$ cat config.mk
export PLATFORM = sky130hd
export DESIGN_NAME = seven_seg_mux
export DESIGN_NICKNAME = d
export VERILOG_FILES = /design/src/rtl/seven_seg_pkg.sv /design/src/rtl/seven_seg_disp.sv /design/src/rtl/seven_seg_mux.sv
export SDC_FILE = /design/constraint.sdc
export NUM_CORES = 1
export LEC_CHECK = 0
export ABC_AREA = 1
export CAP_MARGIN = 15
export CORE_ASPECT_RATIO = 1.5
export CORE_MARGIN = 2
export CORE_UTILIZATION = 40
export CTS_BUF_LIST = sky130_fd_sc_hd__clkbuf_8
export DETAILED_ROUTE_END_ITERATION = 12
export PLACE_DENSITY_LB_ADDON = 0.3
export SLEW_MARGIN = 30
export SYNTH_ARGS = -nofsm -noshare
export SYNTH_HDL_FRONTEND = slang
export SYNTH_SLANG_ARGS = --single-unit
export TNS_END_PERCENT = 1
$ cat constraint.sdc
create_clock -name clk -period 5.2 [get_ports clk]
set_clock_uncertainty 0.05 [all_clocks]
set_input_delay 1.04 -clock clk [delete_from_list [all_inputs] [get_ports clk]]
set_output_delay 1.04 -clock clk [all_outputs]
set_load 0.005 [all_outputs]
$ cat src/rtl/seven_seg_pkg.sv
// -----------------------------------------------------------------------------
// seven_seg_pkg
// Shared types and constants for the two-digit seven-segment scan controller.
//   scan_state_t : scan slot sequence SHOW0 -> BLANK0 -> SHOW1 -> BLANK1
//   ANODES_OFF   : active-low anode pattern with both digits dark
// -----------------------------------------------------------------------------
package seven_seg_pkg;

  typedef enum logic [1:0] {
    SHOW0,
    BLANK0,
    SHOW1,
    BLANK1
  } scan_state_t;

  localparam logic [1:0] ANODES_OFF = 2'b11;

endpackage : seven_seg_pkg

$ cat src/rtl/seven_seg_disp.sv
// -----------------------------------------------------------------------------
// seven_seg_disp
// Hex to seven-segment decoder for common-anode displays.
// Segments are active-low and ordered {g,f,e,d,c,b,a} (seg[0] = a).
//   s   : 4-bit hex value to display
//   seg : segment pattern, 0 = segment lit
// -----------------------------------------------------------------------------
module seven_seg_disp (
  input  logic [3:0] s,
  output logic [6:0] seg
);

  always_comb begin
    // NOTE: every output of a combinational block gets a value on every path
    // (here through the default arm) so no latch is inferred.
    seg = 7'b111_1111;
    case (s)
      4'h0: seg = 7'b100_0000;
      4'h1: seg = 7'b111_1001;
      4'h2: seg = 7'b010_0100;
      4'h3: seg = 7'b011_0000;
      4'h4: seg = 7'b001_1001;
      4'h5: seg = 7'b001_0010;
      4'h6: seg = 7'b000_0010;
      4'h7: seg = 7'b111_1000;
      4'h8: seg = 7'b000_0000;
      4'h9: seg = 7'b001_0000;
      4'hA: seg = 7'b000_1000;
      4'hB: seg = 7'b000_0011;
      4'hC: seg = 7'b100_0110;
      4'hD: seg = 7'b010_0001;
      4'hE: seg = 7'b000_0110;
      4'hF: seg = 7'b000_1110;
      default: seg = 7'b111_1111;
    endcase
  end

endmodule : seven_seg_disp

$ cat src/rtl/seven_seg_mux.sv
// -----------------------------------------------------------------------------
// seven_seg_mux
// Time-multiplexed scan of two common-anode digits through one shared decoder.
// Each digit gets a REFRESH_DIV-cycle slot followed by BLANK_CYCLES cycles with
// both anodes off, so one digit never ghosts into the next.
//   REFRESH_DIV  : cycles a digit is lit per slot (>= 2)
//   BLANK_CYCLES : dark cycles between slots (>= 1)
//   clk          : system clock
//   reset        : synchronous, active-high reset
//   s0, s1       : hex values for digit 0 / digit 1
//   en0, en1     : digit enables; a disabled digit stays dark but keeps its slot
//   anode_n      : active-low anode selects, bit 0 = digit 0
//   seg          : active-low segment pattern for the currently selected value
//   s_sel        : value presented to the decoder (debug)
//   frame_tick   : one-cycle pulse on the first cycle of each frame (SHOW0 entry)
// -----------------------------------------------------------------------------
module seven_seg_mux
  import seven_seg_pkg::*;
#(
  parameter int REFRESH_DIV  = 2500,
  parameter int BLANK_CYCLES = 50
) (
  input  logic       clk,
  input  logic       reset,
  input  logic [3:0] s0,
  input  logic [3:0] s1,
  input  logic       en0,
  input  logic       en1,
  output logic [1:0] anode_n,
  output logic [6:0] seg,
  output logic [3:0] s_sel,
  output logic       frame_tick
);

  localparam int CNT_MAX = (REFRESH_DIV > BLANK_CYCLES) ? REFRESH_DIV : BLANK_CYCLES;
  localparam int CW      = $clog2(CNT_MAX);

  localparam logic [CW-1:0] SHOW_LAST  = CW'(REFRESH_DIV - 1);
  localparam logic [CW-1:0] BLANK_LAST = CW'(BLANK_CYCLES - 1);

  scan_state_t   state, state_d;
  logic [CW-1:0] cnt, cnt_d;
  logic [1:0]    anode_d;
  logic [3:0]    s_sel_d;
  logic          tick_d;
  logic          slot_done;

  // Next-state and next-output logic. Outputs are computed for the state being
  // entered so the registered outputs change on the same edge as the FSM, and
  // digit values/enables are captured only at SHOW entry (no mid-slot tearing).
  always_comb begin
    state_d   = state;
    cnt_d     = cnt + CW'(1);
    anode_d   = anode_n;
    s_sel_d   = s_sel;
    tick_d    = 1'b0;
    slot_done = 1'b0;

    case (state)
      SHOW0, SHOW1:   slot_done = (cnt == SHOW_LAST);
      BLANK0, BLANK1: slot_done = (cnt == BLANK_LAST);
      default:        slot_done = 1'b1;
    endcase

    if (slot_done) begin
      cnt_d = '0;
      case (state)
        SHOW0: begin
          state_d = BLANK0;
          anode_d = ANODES_OFF;
        end
        BLANK0: begin
          state_d = SHOW1;
          s_sel_d = s1;
          anode_d = en1 ? 2'b01 : ANODES_OFF;
        end
        SHOW1: begin
          state_d = BLANK1;
          anode_d = ANODES_OFF;
        end
        BLANK1: begin
          state_d = SHOW0;
          s_sel_d = s0;
          anode_d = en0 ? 2'b10 : ANODES_OFF;
          tick_d  = 1'b1;
        end
        default: begin
          state_d = BLANK1;
          anode_d = ANODES_OFF;
        end
      endcase
    end
  end

  // Reset parks the scan in BLANK1 with both anodes off, so the first lit
  // digit appears BLANK_CYCLES edges after release and never overlaps another.
  always_ff @(posedge clk) begin
    // NOTE: registered state uses non-blocking assignments so every flop
    // samples its inputs from before the edge, independent of statement order.
    if (reset) begin
      state      <= BLANK1;
      cnt        <= '0;
      anode_n    <= ANODES_OFF;
      s_sel      <= 4'h0;
      frame_tick <= 1'b0;
    end else begin
      state      <= state_d;
      cnt        <= cnt_d;
      anode_n    <= anode_d;
      s_sel      <= s_sel_d;
      frame_tick <= tick_d;
    end
  end

  seven_seg_disp u_disp (
    .s   (s_sel),
    .seg (seg)
  );

endmodule : seven_seg_mux
==> results.md, run 1 <==
- Status: finished, final reports clean
- Mapped Cells: 215
- Worst path bufs/invs: 4
- Initial antenna violation count: 0
- Worst-Margin Slew: 577.4 ps
- Post-synthesis xor/xnor area fraction: 2.105%
- Post-synthesis compound-gate area fraction: 4.436%
- Crit-path max FO: 14
- Antenna cells: 0
- Mean Syn Cell Area: 7.740 um^2
- Drt drc: 0
- Pre-CTS setup slack: 2069 ps
- Chip height: 83.00 um
- Level count of the clock H-tree: 1
- Mapped cell area: 1664 um^2
- CP dominant cell by count: inv_1
- Hold_buf cts: 0
- Crit-path max cell delay: 430 ps
- Min Tclk post-route: 2842 ps
- Static Leakage: 0.0009081 uW
- Worst-Skew Late Latency: 280 ps
- GPL Wtd Cong: 0.8027
- Synth Area in Simple Gates: 43.38%
- Drt wl/cell: 11.73 um
- Vias in the first global route: 1357
- PortBufs: 25
- CTS Buffer Depth: 2
- Worst EP arrival: 2980 ps
- Die span in x: 56.67 um
- Worst slew margin: 61.47%
- Worst Setup End Kind: flip-flop
- Max rail drop VDD: 0.1178 mV
- Final setup viols: 0
- Post-CTS Setup Bufs: 0
- RSZ-0062 raised after global routing: false
- # IOs: 26
- Max-slew violations: 0
- Gr usage total: 15.42%
- Syn nets: 238
- Hold Crit Class: reg -> reg
- Layout cells sized above 1: 12.86%
- Initial drt markers: 36
- Starting Density: 42.04%
- FMAX: 0.3518 GHz
- TritonCTS clock tree: done
- Final cycle utilization of the critical path: 54.66%
- Core Rows: 28
- DR pass1 iterations: 4
- CP Launch Type: input pin
- Mux contribution to synthesized area: 0%
- YS warnings: 0
- Power Dens Cells: 194.8 nW/um^2
- Sequential area share after synthesis: 33.68%
- Largest family of logic cells by synthesized area: simple AND/OR/NAND/NOR gates
- Critical path's slowest cell: inv_1
- Area delta synth->final: 20.15%
- Nets@finish: 265
- CTS buffer count: 3
- Worst EP required: 5340 ps
- WS Path Type: in -> reg
- Routed Antenna Nets: 0
- Worst-path clk slew: 100 ps
- Setup TNS: 0 ps
- Synth Register Bits: 28
- Hold Violations, Final: 0
- Largest net degree at the start of global routing: 16
- Vias: 1404
- Delay-heaviest family, CP: buffers and inverters
- Post-CTS resize count: 0
- Setup slack after layout: 2358 ps
- Max-cap viol count: 0
- Worst-path cell chain: clkdlybuf4s50_1 > inv_1 > nand3_1 > inv_1 > ha_1 > inv_1 > nand4_1 > nand3_1 > nand2_1
- Root Driver: clkbuf_8
- Die area: 4703 um^2
- Via/cell ratio: 4.909
- Sinks on Clock Net: 28
- Core area: 3959 um^2
- Final WL: 3354 um
- Yosys cell types: 36
- Synth Area in Adders: 8.271%
- Grt total ovfl: 0
- HPWL Detailed: 2589 um
- First-pass GRT wire length: 5858 um
final cells by class:
class	instances	area, um^2
multi-input combinational	156	968.4
tap	45	56.30
clock buffer	4	55.05
fill	403	1959
sequential	28	560.5
timing repair buffer	25	250.2
inverter	28	108.9
worst paths after layout:
kind                            from                 endpoint  slack, ps  cells after the start
max                            reset    u_disp.seg[3]$_DFF_P_       2360                      9
min          anode_n[1]$_SDFFE_PP1N_  anode_n[1]$_SDFFE_PP1N_        440                      2
max reg2reg    state[0]$_SDFFE_PP1N_    u_disp.seg[3]$_DFF_P_       2600                     11
min reg2reg  anode_n[1]$_SDFFE_PP1N_  anode_n[1]$_SDFFE_PP1N_        440                      2
per-stage QoR:
| step | util, % | std cells | area, um^2 | total power (uW) | hold slack, ps |
|---|---|---|---|---|---|
| 3_3_place_gp | 49.11 | 282 | 1944 | 255.0 | 403.2 |
| 6_report | 50.51 | 286 | 1999 | 389.4 | 440.4 |
| 4_1_cts | 50.51 | 286 | 1999 | 396.8 | 442.1 |
| 5_1_grt | 50.51 | 286 | 1999 | 404.9 | 459.6 |
| 2_1_floorplan | - | 215 | 1664 | 244.4 | 398.3 |
| 3_5_place_dp | 49.11 | 282 | 1944 | 255.6 | 417.4 |
power by group:
part	internal (uW)	switching [uW]	total, uW
combinational	15.2	14.9	30.1
clock	68.0	71.4	139
sequential	216	3.70	220
total	299	90.0	389
Yosys cell counts (all sizes together):
library cell,n,share of area [%]
nand2,55,15
nor3b,2,1.2
and3,1,0.38
o21ai,2,0.60
nor2,29,8.6
xor2,3,1.6
dfxtp,28,34
or2,2,0.75
ha,11,8.3
nand3,23,10
nand4,13,5.8
inv,27,6.2
buf,2,1.4
a31oi,1,0.38
nor3,4,1.8
clkbuf,1,0.23
a21boi,3,1.4
a21oi,4,1.2
o211ai,2,0.90
xnor2,1,0.53
clkinv,1,0.30
worst reg2reg max path: cells and delay by family (launching register included):
family	cells	cell delay, ps
flops	1	550
fa+ha+maj	2	660
simple gates	5	700
compound gates	1	200
buf+inv	3	360
registers in the layout (all words and copies together), names as in the netlist:
| name | count |
|---|---|
| anode_n | 2 |
| state | 2 |
| s_sel | 4 |
| frame_tick | 1 |
| cnt | 12 |
| u_disp.seg | 7 |
cells by family (layout without fill, tap and decap cells):
| kind of cell | count (synthesis) | after routing |
|---|---|---|
| and+or+nand+nor | 129 | 129 |
| AOI/OAI and AO/OA | 12 | 12 |
| buffers and inverters | 31 | 57 |
| adders and majority gates | 11 | 11 |
| xor gates and xnor gates | 4 | 4 |
| DFF | 28 | 28 |
placed cells by master, fill, tap and decap left out, types with 2 or more instances in the layout:
cell type | Yosys | layout
nand2_1 | 48 | 48
dfxtp_1 | 28 | 28
nor2_1 | 25 | 25
clkdlybuf4s50_1 | 0 | 25
inv_1 | 22 | 22
nand3_1 | 18 | 18
nand4_1 | 12 | 12
ha_1 | 11 | 11
inv_2 | 4 | 4
nand2_4 | 4 | 4
nand3_4 | 4 | 4
a21oi_1 | 4 | 4
clkbuf_8 | 0 | 4
nand2_2 | 3 | 3
xor2_1 | 3 | 3
nor2_4 | 2 | 2
a21boi_0 | 2 | 2
nor3_1 | 2 | 2
nor3_2 | 2 | 2
o211ai_1 | 2 | 2
routing by layer:
layer	wire length [um]	vias to the layer above	global-route usage, %
met5	0	-	0
met4	74	0	6.494
met3	79	6	1.869
met2	1819	20	28.96
met1	1380	628	16.68
li1	-	750	-
Power figures use the tool's default switching activity.
==> run 2: changes to the inputs <==
==> constraint.sdc (replaced) <==
create_clock -name clk -period 2.8 [get_ports clk]
set_clock_uncertainty 0.05 [all_clocks]
set_input_delay 0.56 -clock clk [delete_from_list [all_inputs] [get_ports clk]]
set_output_delay 0.56 -clock clk [all_outputs]
set_load 0.005 [all_outputs]
==> results.md, run 2 (synthesis results as in run 1) <==
- Core Rows: 28
- Worst Setup End Kind: flip-flop
- CTS Buffer Depth: 2
- Drt wl/cell: 11.59 um
- Final cycle utilization of the critical path: 84.69%
- Dpl cells: 284
- Drt drc: 0
- WS Path Type: reg -> reg
- Gr usage total: 15.20%
- Setup TNS: 0 ps
- CP Launch Type: flip-flop
- Vias in the first global route: 1342
- GPL Wtd Cong: 0.8087
- CTS buffer count: 3
- Nets@finish: 267
- Worst-path clk slew: 100 ps
- Most frequent cells in the layout: nand2_1 (48), dfxtp_1 (28), nor2_1 (25), clkdlybuf4s50_1 (25), inv_1 (22)
- Max rail drop VDD: 0.3873 mV
- Worst-Margin Slew: 374.7 ps
- Level count of the clock H-tree: 1
- Sinks on Clock Net: 28
- Power Dens Cells: 356.7 nW/um^2
- Multi-input logic area: 968.4 um^2
- Max-slew violations: 0
- Hold Violations, Final: 0
- # fillers: 391
- Max-cap viol count: 0
- Final WL: 3338 um
- Largest reg by FF count: cnt
- Worst-path cell chain: ha_1 > nor2_1 > nor2_4 > nand3_4 > nand2_1 > nand3_1 > ha_1 > inv_1 > nand4_1 > nand3_1 > nand2_1
- Die area: 4703 um^2
- Static Leakage: 0.0009171 uW
- Min Tclk post-route: 2371 ps
- Area delta synth->final: 21.05%
- Post-CTS Setup Bufs: 0
- Initial antenna violation count: 0
- Antenna cells: 0
- Initial drt markers: 50
- Core Util, Final: 50.89%
- DR pass1 iterations: 4
- Root Driver: clkbuf_8
- Max FFs per register: 12
- Routed Antenna Nets: 0
- Crit-path max cell delay: 510 ps
- GR Util met1: 16.09%
- Worst slew margin: 74.99%
- Hold_buf cts: 0
- First-pass GRT wire length: 5796 um
- Delay-heaviest family, CP: simple AND/OR/NAND/NOR gates
- Starting Density: 42.04%
- Hold Crit Class: reg -> reg
- Largest net degree at the start of global routing: 16
- Crit-path max FO: 9
- Grt total ovfl: 0
- Status: finished, final reports clean
- Worst-Skew Late Latency: 270 ps
- Critical path's slowest cell: dfxtp_1
- Sequential cell area: 560.5 um^2
- Met2 usage: 29.49%
- M3 GR Usage: 2.336%
- Final setup viols: 0
- TritonCTS clock tree: done
- Die span in x: 56.67 um
- FMAX: 0.4217 GHz
- Worst EP arrival: 2500 ps
- Chip height: 83.00 um
- Worst path bufs/invs: 1
- Core area: 3959 um^2
- GR peak layer: met2
- Total power: 718.5 uW
- Commonest non-fill, non-tap cell in the layout: nand2_1
- PortBufs: 25
- Via/cell ratio: 4.983
- Post-CTS resize count: 0
- # IOs: 26
- Worst EP required: 2930 ps
- Layout Cells excl Fill: 288
- Vias: 1435
- HPWL Detailed: 2618 um
- RSZ-0062 raised after global routing: false
- Layout cells sized above 1: 13.58%
run 2: cell types whose count changed in the layout (fill, tap and decap cells not counted):
cell / before / now
buf_4: 0 / 2
run 2: metal layers:
layer  vias up  wire length, um
met5         -                0
met4         0               27
met3         2               97
met2        26             1872
met1       655             1341
li1        752                -
run 2: through the flow:
stage | hold slack, ps | setup slack [ps] | area, um^2
after floorplan | 398.3 | 754.9 | 1664
after global placement | 407.0 | 448.5 | 1959
after detailed placement | 412.5 | 436.2 | 1959
after CTS | 438.9 | 432.8 | 2014
after global routing | 460.6 | 225.8 | 2014
final | 435.3 | 428.6 | 2014
run 2: cell type report:
| cell class | count | share of cell area (%) |
|---|---|---|
| multi-input combinational | 156 | 48.07 |
| sequential | 28 | 27.83 |
| clock buffer | 4 | 2.733 |
| inverter | 28 | 5.404 |
| tap | 45 | 2.795 |
| timing repair buffer | 27 | 13.17 |
run 2: tightest hold or removal path: stages, from the launching register on:
cell and delay, ps:
dfxtp_1 340, nor2_1 50, nor2_1 70
run 2: report_power, final:
| group | switching [uW] | internal [uW] |
|---|---|---|
| registers | 6.52 | 402 |
| logic | 27.9 | 29.1 |
| clock network | 127 | 126 |
| total | 162 | 557 |
run 2: worst paths after layout:
| path | startpoint | end | slack (ps) | cells after the start |
|---|---|---|---|---|
| worst min-delay path | anode_n[1]$_SDFFE_PP1N_ | anode_n[1]$_SDFFE_PP1N_ | 440 | 2 |
| worst min register to register | anode_n[1]$_SDFFE_PP1N_ | anode_n[1]$_SDFFE_PP1N_ | 440 | 2 |
| worst max register to register | state[0]$_SDFFE_PP1N_ | u_disp.seg[3]$_DFF_P_ | 430 | 11 |
| worst max-delay path | state[0]$_SDFFE_PP1N_ | u_disp.seg[3]$_DFF_P_ | 430 | 11 |
